===== config.mk =====
export PLATFORM = sky130hd
export DESIGN_NAME = sine_sample_gen_flat
export DESIGN_NICKNAME = d
export VERILOG_FILES = /design/src/rtl/sine_sample_gen_if.sv /design/src/rtl/sine_sample_gen.sv /design/src/flat_wrapper.sv
export SDC_FILE = /design/constraint.sdc
export NUM_CORES = 1
export LEC_CHECK = 0
export ABC_AREA = 1
export CAP_MARGIN = 0
export CORE_UTILIZATION = 45
export DETAILED_ROUTE_END_ITERATION = 7
export PLACE_DENSITY = 0.62
export SYNTH_ARGS = -nofsm -noshare
export SYNTH_HDL_FRONTEND = slang
export SYNTH_SLANG_ARGS = --single-unit

===== constraint.sdc =====
create_clock -name clk -period 4.6 [get_ports clk]
set_input_delay 1.15 -clock clk [delete_from_list [all_inputs] [get_ports clk]]
set_output_delay 1.15 -clock clk [all_outputs]
set_load 0.01 [all_outputs]

===== src/rtl/sine_sample_gen_if.sv =====
// ---------------------------------------------------------------------------
// sine_sample_gen_if
//   Sample stream from the sine NCO to the DAC serializer.
//
//   Handshake: a sample moves on every rising clk edge where sample_valid and
//   sample_ready are both high. The master keeps sample_data stable while
//   sample_valid is high and sample_ready is low, and never waits for
//   sample_ready before raising sample_valid. The slave may drive sample_ready
//   at any time, independent of sample_valid.
//
//   Signals
//     sample_data   master->slave  DATA_W  offset-binary sample
//     sample_valid  master->slave  1       sample_data holds an untransferred sample
//     sample_ready  slave->master  1       slave accepts a sample this cycle
// ---------------------------------------------------------------------------
interface sine_sample_gen_if #(
  parameter int DATA_W = 12
);
  logic [DATA_W-1:0] sample_data;
  logic              sample_valid;
  logic              sample_ready;

  modport master (
    output sample_data,
    output sample_valid,
    input  sample_ready
  );

  modport slave (
    input  sample_data,
    input  sample_valid,
    output sample_ready
  );
endinterface


===== src/rtl/sine_sample_gen.sv =====
// ---------------------------------------------------------------------------
// sine_sample_gen
//   Phase-accumulator NCO with a quarter-wave sine LUT. One offset-binary
//   sample is launched every SAMPLE_DIV clocks and handed to the DAC
//   serializer over a valid/ready stream. Ticks that cannot be accepted are
//   dropped and counted.
//
//   Ports
//     clk          in   system clock
//     rst_n        in   synchronous active-low reset
//     en           in   run enable; low holds phase and flushes the output
//     phase_inc    in   phase step per tick, sampled at the tick
//     smp          if   sample stream (master side)
//     overrun      out  sticky: at least one tick was dropped
//     overrun_cnt  out  dropped-tick count, saturates at 255
//
//   Pipeline from a tick in cycle t:
//     t+1  s1 holds the pre-increment phase; quadrant and LUT index decoded
//     t+2  s2 holds the registered LUT word and the sign of the half-wave
//     t+3  sample_data / sample_valid registered
//   The LUT table is fixed for LUT_AW = 6 and DATA_W = 12.
// ---------------------------------------------------------------------------
module sine_sample_gen #(
  parameter int DATA_W     = 12,
  parameter int PHASE_W    = 24,
  parameter int LUT_AW     = 6,
  parameter int SAMPLE_DIV = 650
) (
  input  logic                 clk,
  input  logic                 rst_n,
  input  logic                 en,
  input  logic [PHASE_W-1:0]   phase_inc,
  sine_sample_gen_if.master    smp,
  output logic                 overrun,
  output logic [7:0]           overrun_cnt
);

  localparam int                CNT_W    = $clog2(SAMPLE_DIV);
  localparam logic [CNT_W-1:0]  CNT_LAST = CNT_W'(SAMPLE_DIV - 1);
  localparam logic [DATA_W-1:0] MID      = DATA_W'(1 << (DATA_W - 1));
  localparam int                S1_W     = LUT_AW + 2;

  // lut[k] = round(2047 * sin(pi/2 * (k + 0.5) / 64))
  localparam logic [DATA_W-2:0] LUT [64] = '{
    11'd25,   11'd75,   11'd126,  11'd176,  11'd226,  11'd275,  11'd325,  11'd375,
    11'd424,  11'd473,  11'd522,  11'd570,  11'd618,  11'd666,  11'd713,  11'd760,
    11'd807,  11'd852,  11'd898,  11'd943,  11'd987,  11'd1031, 11'd1074, 11'd1116,
    11'd1158, 11'd1199, 11'd1239, 11'd1279, 11'd1318, 11'd1356, 11'd1393, 11'd1430,
    11'd1465, 11'd1500, 11'd1533, 11'd1566, 11'd1598, 11'd1629, 11'd1659, 11'd1688,
    11'd1716, 11'd1743, 11'd1769, 11'd1793, 11'd1817, 11'd1840, 11'd1861, 11'd1881,
    11'd1901, 11'd1919, 11'd1936, 11'd1951, 11'd1966, 11'd1979, 11'd1992, 11'd2003,
    11'd2012, 11'd2021, 11'd2028, 11'd2035, 11'd2039, 11'd2043, 11'd2046, 11'd2047
  };

  logic [CNT_W-1:0]   cnt_q, cnt_d;
  logic               en_prev_q, en_prev_d;
  logic [PHASE_W-1:0] phase_q, phase_d;
  logic               s1_vld_q, s1_vld_d;
  logic [S1_W-1:0]    s1_p_q, s1_p_d;     // quadrant + LUT address bits of p
  logic               s2_vld_q, s2_vld_d;
  logic [DATA_W-2:0]  s2_lut_q, s2_lut_d;
  logic               s2_neg_q, s2_neg_d; // lower half-wave (q2/q3)
  logic [DATA_W-1:0]  data_q, data_d;
  logic               valid_q, valid_d;
  logic               ovr_q, ovr_d;
  logic [7:0]         ovr_cnt_q, ovr_cnt_d;

  logic               tick, xfer, drop, accept;
  logic [1:0]         quad;
  logic [LUT_AW-1:0]  addr, idx;
  logic [DATA_W-1:0]  mapped;

  always_comb begin
    tick   = en && (cnt_q == CNT_LAST);
    xfer   = valid_q && smp.sample_ready;
    // A tick is only taken if it cannot collide with work already in flight.
    drop   = tick && (s1_vld_q || s2_vld_q || (valid_q && !smp.sample_ready));
    accept = tick && !drop;

    // The cycle en rises still holds the counter at 0, so the first tick
    // lands SAMPLE_DIV cycles after that cycle.
    cnt_d     = '0;
    if (en && en_prev_q) begin
      cnt_d = (cnt_q == CNT_LAST) ? '0 : cnt_q + CNT_W'(1);
    end
    en_prev_d = en;

    phase_d  = tick ? phase_q + phase_inc : phase_q;

    s1_vld_d = accept;
    s1_p_d   = accept ? phase_q[PHASE_W-1 -: S1_W] : s1_p_q;

    // Odd quadrants run the quarter-wave table backwards.
    quad     = s1_p_q[S1_W-1 -: 2];
    addr     = s1_p_q[LUT_AW-1:0];
    idx      = quad[0] ? ~addr : addr;

    s2_vld_d = en && s1_vld_q;
    s2_lut_d = s1_vld_q ? LUT[idx] : s2_lut_q;
    s2_neg_d = s1_vld_q ? quad[1] : s2_neg_q;

    mapped   = s2_neg_q ? (MID - DATA_W'(1)) - {1'b0, s2_lut_q}
                        : MID + {1'b0, s2_lut_q};

    valid_d  = en && (s2_vld_q || (valid_q && !xfer));
    data_d   = (en && s2_vld_q) ? mapped : data_q;

    ovr_d     = ovr_q || drop;
    ovr_cnt_d = (drop && ovr_cnt_q != 8'hFF) ? ovr_cnt_q + 8'd1 : ovr_cnt_q;
  end

  always_ff @(posedge clk) begin
    if (!rst_n) begin
      cnt_q     <= '0;
      en_prev_q <= 1'b0;
      phase_q   <= '0;
      s1_vld_q  <= 1'b0;
      s1_p_q    <= '0;
      s2_vld_q  <= 1'b0;
      s2_lut_q  <= '0;
      s2_neg_q  <= 1'b0;
      data_q    <= MID;
      valid_q   <= 1'b0;
      ovr_q     <= 1'b0;
      ovr_cnt_q <= '0;
    end else begin
      cnt_q     <= cnt_d;
      en_prev_q <= en_prev_d;
      phase_q   <= phase_d;
      s1_vld_q  <= s1_vld_d;
      s1_p_q    <= s1_p_d;
      s2_vld_q  <= s2_vld_d;
      s2_lut_q  <= s2_lut_d;
      s2_neg_q  <= s2_neg_d;
      data_q    <= data_d;
      valid_q   <= valid_d;
      ovr_q     <= ovr_d;
      ovr_cnt_q <= ovr_cnt_d;
    end
  end

  assign smp.sample_data  = data_q;
  assign smp.sample_valid = valid_q;
  assign overrun          = ovr_q;
  assign overrun_cnt      = ovr_cnt_q;

endmodule

===== src/flat_wrapper.sv =====
// flat-port wrapper written by rule: the top's interface ports become plain ports
module sine_sample_gen_flat 
#(
  parameter int DATA_W     = 12,
  parameter int PHASE_W    = 24,
  parameter int LUT_AW     = 6,
  parameter int SAMPLE_DIV = 650
)
  (clk, rst_n, en, phase_inc, overrun, overrun_cnt, smp_sample_data, smp_sample_valid, smp_sample_ready);
  sine_sample_gen_if #(.DATA_W(DATA_W)) smp_i ();
  input  logic clk;
  input  logic rst_n;
  input  logic en;
  input  logic [PHASE_W-1:0] phase_inc;
  output logic overrun;
  output logic [7:0] overrun_cnt;
  output wire logic [$bits(smp_i.sample_data)-1:0] smp_sample_data;
  output wire logic [$bits(smp_i.sample_valid)-1:0] smp_sample_valid;
  input wire logic [$bits(smp_i.sample_ready)-1:0] smp_sample_ready;
  assign smp_sample_data = smp_i.sample_data;
  assign smp_sample_valid = smp_i.sample_valid;
  assign smp_i.sample_ready = smp_sample_ready;
  sine_sample_gen #(.DATA_W(DATA_W), .PHASE_W(PHASE_W), .LUT_AW(LUT_AW), .SAMPLE_DIV(SAMPLE_DIV)) u_core (.clk(clk), .rst_n(rst_n), .en(en), .phase_inc(phase_inc), .smp(smp_i), .overrun(overrun), .overrun_cnt(overrun_cnt));
endmodule

### Word-level counts from Yosys, hierarchy flattened

Memories as Yosys holds them, arrays and structs flattened. A register that Yosys moved wholly into a read port is not among the register bits.
Index checks and enable logic that the tools add are counted.

| operators by class | value |
|---|---|
| add/sub/neg operators | 5 |
| equal/unequal tests | 2 |
| multiplexer cells | 2 |
| bitwise logic cells | 4 |
| reduce and logical (&&, ||, !) cells | 20 |

Operators by type and width:

| operator | count |
|---|---|
| adder 24 bit | 1 |
| adder 12 x 11 -> 12 bit, first input constant | 1 |
| 2-to-1 mux 12 bit | 1 |
| subtractor 11 x 11 -> 12 bit, first input constant | 1 |
| logical AND 1 bit | 11 |
| adder 10 x 1 -> 10 bit, second input constant | 1 |
| equality test 10 bit, second input constant | 1 |
| adder 8 x 1 -> 8 bit, second input constant | 1 |
| != test 8 bit, second input constant | 1 |
| NOT 6 -> 7 bit | 1 |
| 2-to-1 mux 6 bit | 1 |
| NOT 6 bit | 1 |
| zero test 1 bit | 4 |
| logical OR 1 bit | 4 |
| OR reduction 3 bit | 1 |
| NOT 1 bit | 2 |

| storage, ports and cells | value |
|---|---|
| register bits after elaboration | 68 |
| memory bits (read-only) | 704 |
| bits of input ports | 28 |
| logic and storage cells | 45 |
| memories kept | 1 |

Memories:

| memory | depth | width | read ports | clocked after memory_dff | wr ports | RTL line | text |
|---|---|---|---|---|---|---|---|
| (name not given) | 64 | 11 | 1 | 1 | 0 | sine_sample_gen.sv:99 | `s2_lut_d = s1_vld_q ? LUT[idx] : s2_lut_q;` |

### Longest topological paths before layout

| logic depth | value |
|---|---|
| word-level depth | 6 |
| depth in mapped cells | 17 |
| gate-level depth less buffers | 16 |

### Least setup slack after synthesis

OpenSTA, ideal clock, no wires.

| timing path | value |
|---|---|
| kind | input to register |
| start | input phase_inc[0] |
| end | register u_core.phase_q[16] |
| arrival time | 2.424 ns |
| required time | 4.491 ns |
| setup slack | 2.067 ns |
| stages | 12 |
| buffers on the path | 0 |
| cells stage by stage | ha_1 > fa_1 > nand3_1 > nand3_1 > nand2_1 > nand2_1 > nand3_1 > nand2_1 > nand2_1 > nand3_1 > nand2_1 > inv_1 |

| between the ends | value |
|---|---|
| cells in the longest elaborated chain, start to end | 1 |

RTL lines:

| element | RTL line | text |
|---|---|---|
| start, declared | flat_wrapper.sv:14 | `input logic [PHASE_W-1:0] phase_inc;` |
| adder 24 bit | sine_sample_gen.sv:88 | `phase_d = tick ? phase_q + phase_inc : phase_q;` |
| end signal, assigned | sine_sample_gen.sv:129 | `phase_q <= phase_d;` |
| end, declared | sine_sample_gen.sv:57 | `logic [PHASE_W-1:0] phase_q, phase_d;` |

No other way between the ends.
A chain may end at the register's enable or synchronous reset.

### Worst setup path in the final report

| timing path | value |
|---|---|
| start | input phase_inc[0] |
| end | register u_core.phase_q[22] |

The elaborated chain is that of the path after synthesis.

==> metrics.md <==
| Metric | Value |
|---|---|
| Run status | finished, final reports clean |
| Mapped Area | 5900 um2 |
| DRT Wirelength | between 10000 and 15000 um |
| Maximum VDD drop | roughly 0.00016 V |
| Max cap viols | 0 |
| First-pass GRT wire length | 24400 um |
| CTS tree | done |
| Crit Path Category | in2reg |
| Final hold vios | 0 |
| # Post-CTS Setup Buffers | 0 |
| Final Worst Setup Slack | between 1.5 and 2 ns |
| Syn Area/Cell | 6.17 um2 |
| Commonest register cell after synthesis | dfxtp_1 |
| Power per cell area | roughly 220 nW/um2 |
| Share of the synthesized area in the top cell type | 26.8% |
| Setup_tns | 0 ns |
| Yosys top cell by area | dfxtp_1 |
| Post-route ant nets | 0 |
| Inst Count DP | approximately 1200 |
| DRT iter0 DRCs | approximately 410 |
| IO Count | 50 |
| Vias in the first global route | 5199 |
| Lkg Pwr | roughly 3.3 nW |
| Initial antenna violation count | 0 |
| Register area share after synthesis | 26.8% |
| CTS Buffer Depth | 2 |
| Worst R2R Path Depth | 12 |
| Share of cells above drive strength 1 | 4.71% |
| Synthesis-to-layout area growth | 14.1% |
| CP Launch Type | primary input |
| Wire per inst | 12.5 um |
| Nets | 1056 |
| Tmin final | 2.91 ns |
| Vias | between 5000 and 6000 |
| Slew HR | 54.1% |
| Cells after Synth | about 960 |
| Clock sink count | 79 |
| Clk_lat worst skew | around 0.34 ns |
| Post-CTS Resized | 0 |
| EDFF count, synth | 0 |
| Flops & latches, synth | between 70 and 80 |
| Die ar. | between 10000 and 15000 um2 |
| Die Width | ~120 um |
| Hold buffer count at cts | 0 |
| DR vias/cell | about 5 |
| RSZ-0062 raised after global routing | no |
| Largest cells by area after synthesis | dfxtp_1, nand2_1, inv_1 |
| Die Ht | between 100 and 150 um |
| GRT overflow | 0 |
| FILL cells | about 1300 |
| Hold Path Class | reg2reg |
| Hold path depth | 2 |
| Tcrit/Tclk final | 63.4% |
| Worst-Margin Slew | roughly 0.69 ns |
| N_diodes | 0 |
| Crit path arrival time | about 3.2 ns |
| Synth Net Count | ~1000 |
| TritonCTS Buffers | 9 |
| Commonest cells in the netlist | nand2_1, inv_1, nand3_1 |
| F_max | between 300 and 400 MHz |
| Fin cells | roughly 1200 |
| Clock-pin slew on the worst setup and hold paths | about 0.07 ns |
| # rows | 41 |
| All-Layer GR Usage | between 20% and 30% |
| Synthesis Warnings | 0 |
| Count leader, synth | nand2_1 |
| # setup viols final | 0 |
| Async set-reset flop share out of synthesis | 0% |
| Slew Viols, Final | 0 |
| Pre-CTS WS | about 1.4 ns |
| Drt first pass iters | 5 |
| Port bufs | approximately 50 |
| Clock root buffer | clkbuf_16 |
| Largest net degree at the start of global routing | 48 |
| Netlist cell types | 43 |
| CTS H-tree depth | 3 |
| Critical Path Fanout Max | 4 |
| WP data required | 4.84 ns |
| Setup crit end kind | register |
| Initial Util | about 46% |
| Core Region | about 13000 um2 |
| Remaining DRCs | 0 |
| Clk_skew | about 0.0094 ns |
| Detail Placement HPWL | 10900 um |
| Final Wtd Congestion | approximately 0.92 |
==> flip-flops by register name (all words and copies together) (netlist names) <==
signal,cells
u_core.s1_p_q,8
u_core.s2_vld_q,1
u_core.smp.sample_valid,1
u_core.phase_q,24
u_core.en_prev_q,1
u_core.s2_neg_q,1
u_core.overrun_cnt,8
u_core.overrun,1
u_core.smp.sample_data,12
u_core.s2_lut_q,11
u_core.s1_vld_q,1
u_core.cnt_q,10
==> worst max-delay path, stage by stage <==
cell and delay, ns:
clkdlybuf4s50_1 0.41, ha_1 0.27, fa_1 0.43, nand2_1 0.10, nor2_1 0.06, nand2_1 0.05
nand3_1 0.18, nand2_1 0.16, nand3_1 0.09, nand2_1 0.06, nand3_1 0.07, nand2_1 0.09
inv_1 0.03
==> path summary, 6_finish.rpt <==
check	startpoint	slack [ns]	end
max	phase_inc[0]	1.69	u_core.phase_q[22]$_SDFFE_PN0P_
min reg2reg	u_core.phase_q[0]$_SDFFE_PN0P_	0.47	u_core.phase_q[0]$_SDFFE_PN0P_
max reg2reg	u_core.s1_p_q[6]$_SDFFE_PN0P_	2.08	u_core.s2_lut_q[6]$_SDFFE_PN0P_
min	u_core.phase_q[0]$_SDFFE_PN0P_	0.47	u_core.phase_q[0]$_SDFFE_PN0P_
==> cells by family (layout without fill, tap and decap cells) <==
logic type	count (synthesis)	after routing	synth area share, %
xor+xnor	27	27	4.45
compound gates	138	138	12.8
buf+inv	172	213	12.1
fa+ha+maj	35	35	7.54
simple gates	506	506	36.3
flops	79	79	26.8
==> report_power, final <==
group	leakage, nW	total [mW]	switching (mW)	internal [mW]
clock network	0.131	0.685	0.303	0.382
registers	0.636	0.685	0.000446	0.685
logic	2.57	0.0862	0.0477	0.0384
==> layout make-up <==
cell class | instances | area [um2] | area share [%]
tap | 172 | 215 | 3.19
clock inverter | 6 | 45.0 | 0.668
inverter | 146 | 551 | 8.17
clock buffer | 10 | 239 | 3.55
sequential | 79 | 1580 | 23.5
timing repair buffer | 51 | 500 | 7.43
multi-input combinational | 706 | 3610 | 53.5
==> placed cells by master, fill, tap and decap left out, types with 5 or more instances in the layout <==
cell               n
nand2_1          307
o21ai_0           41
ha_1              34
xnor2_1           15
dfxtp_1           79
inv_2              6
a21oi_1           69
clkdlybuf4s50_1   48
nand4_1            9
nand2_2            8
inv_1            137
xor2_1            10
nor3_1             5
nor2_1            64
o21a_1            14
nand3_1           95
clkbuf_16          9
==> metrics by stage <==
step	util [%]	hold WS, ns	cell area [um2]	power, mW
floorplan	-	0.445	5900	0.747
global placement	50.7	0.463	6450	0.787
detailed placement	50.7	0.467	6450	0.786
CTS	53.0	0.476	6740	1.48
global route	53.0	0.497	6740	1.51
finish	53.0	0.471	6740	1.46
==> routing by layer <==
layer	track usage (%)	vias to the layer above	routed length (um)
li1	-	3109	-
met3	4.93	19	736
met2	37.8	138	6590
met1	30.3	2516	7070
met4	6.67	0	251
met5	0	-	0
Power figures use the tool's default switching activity.
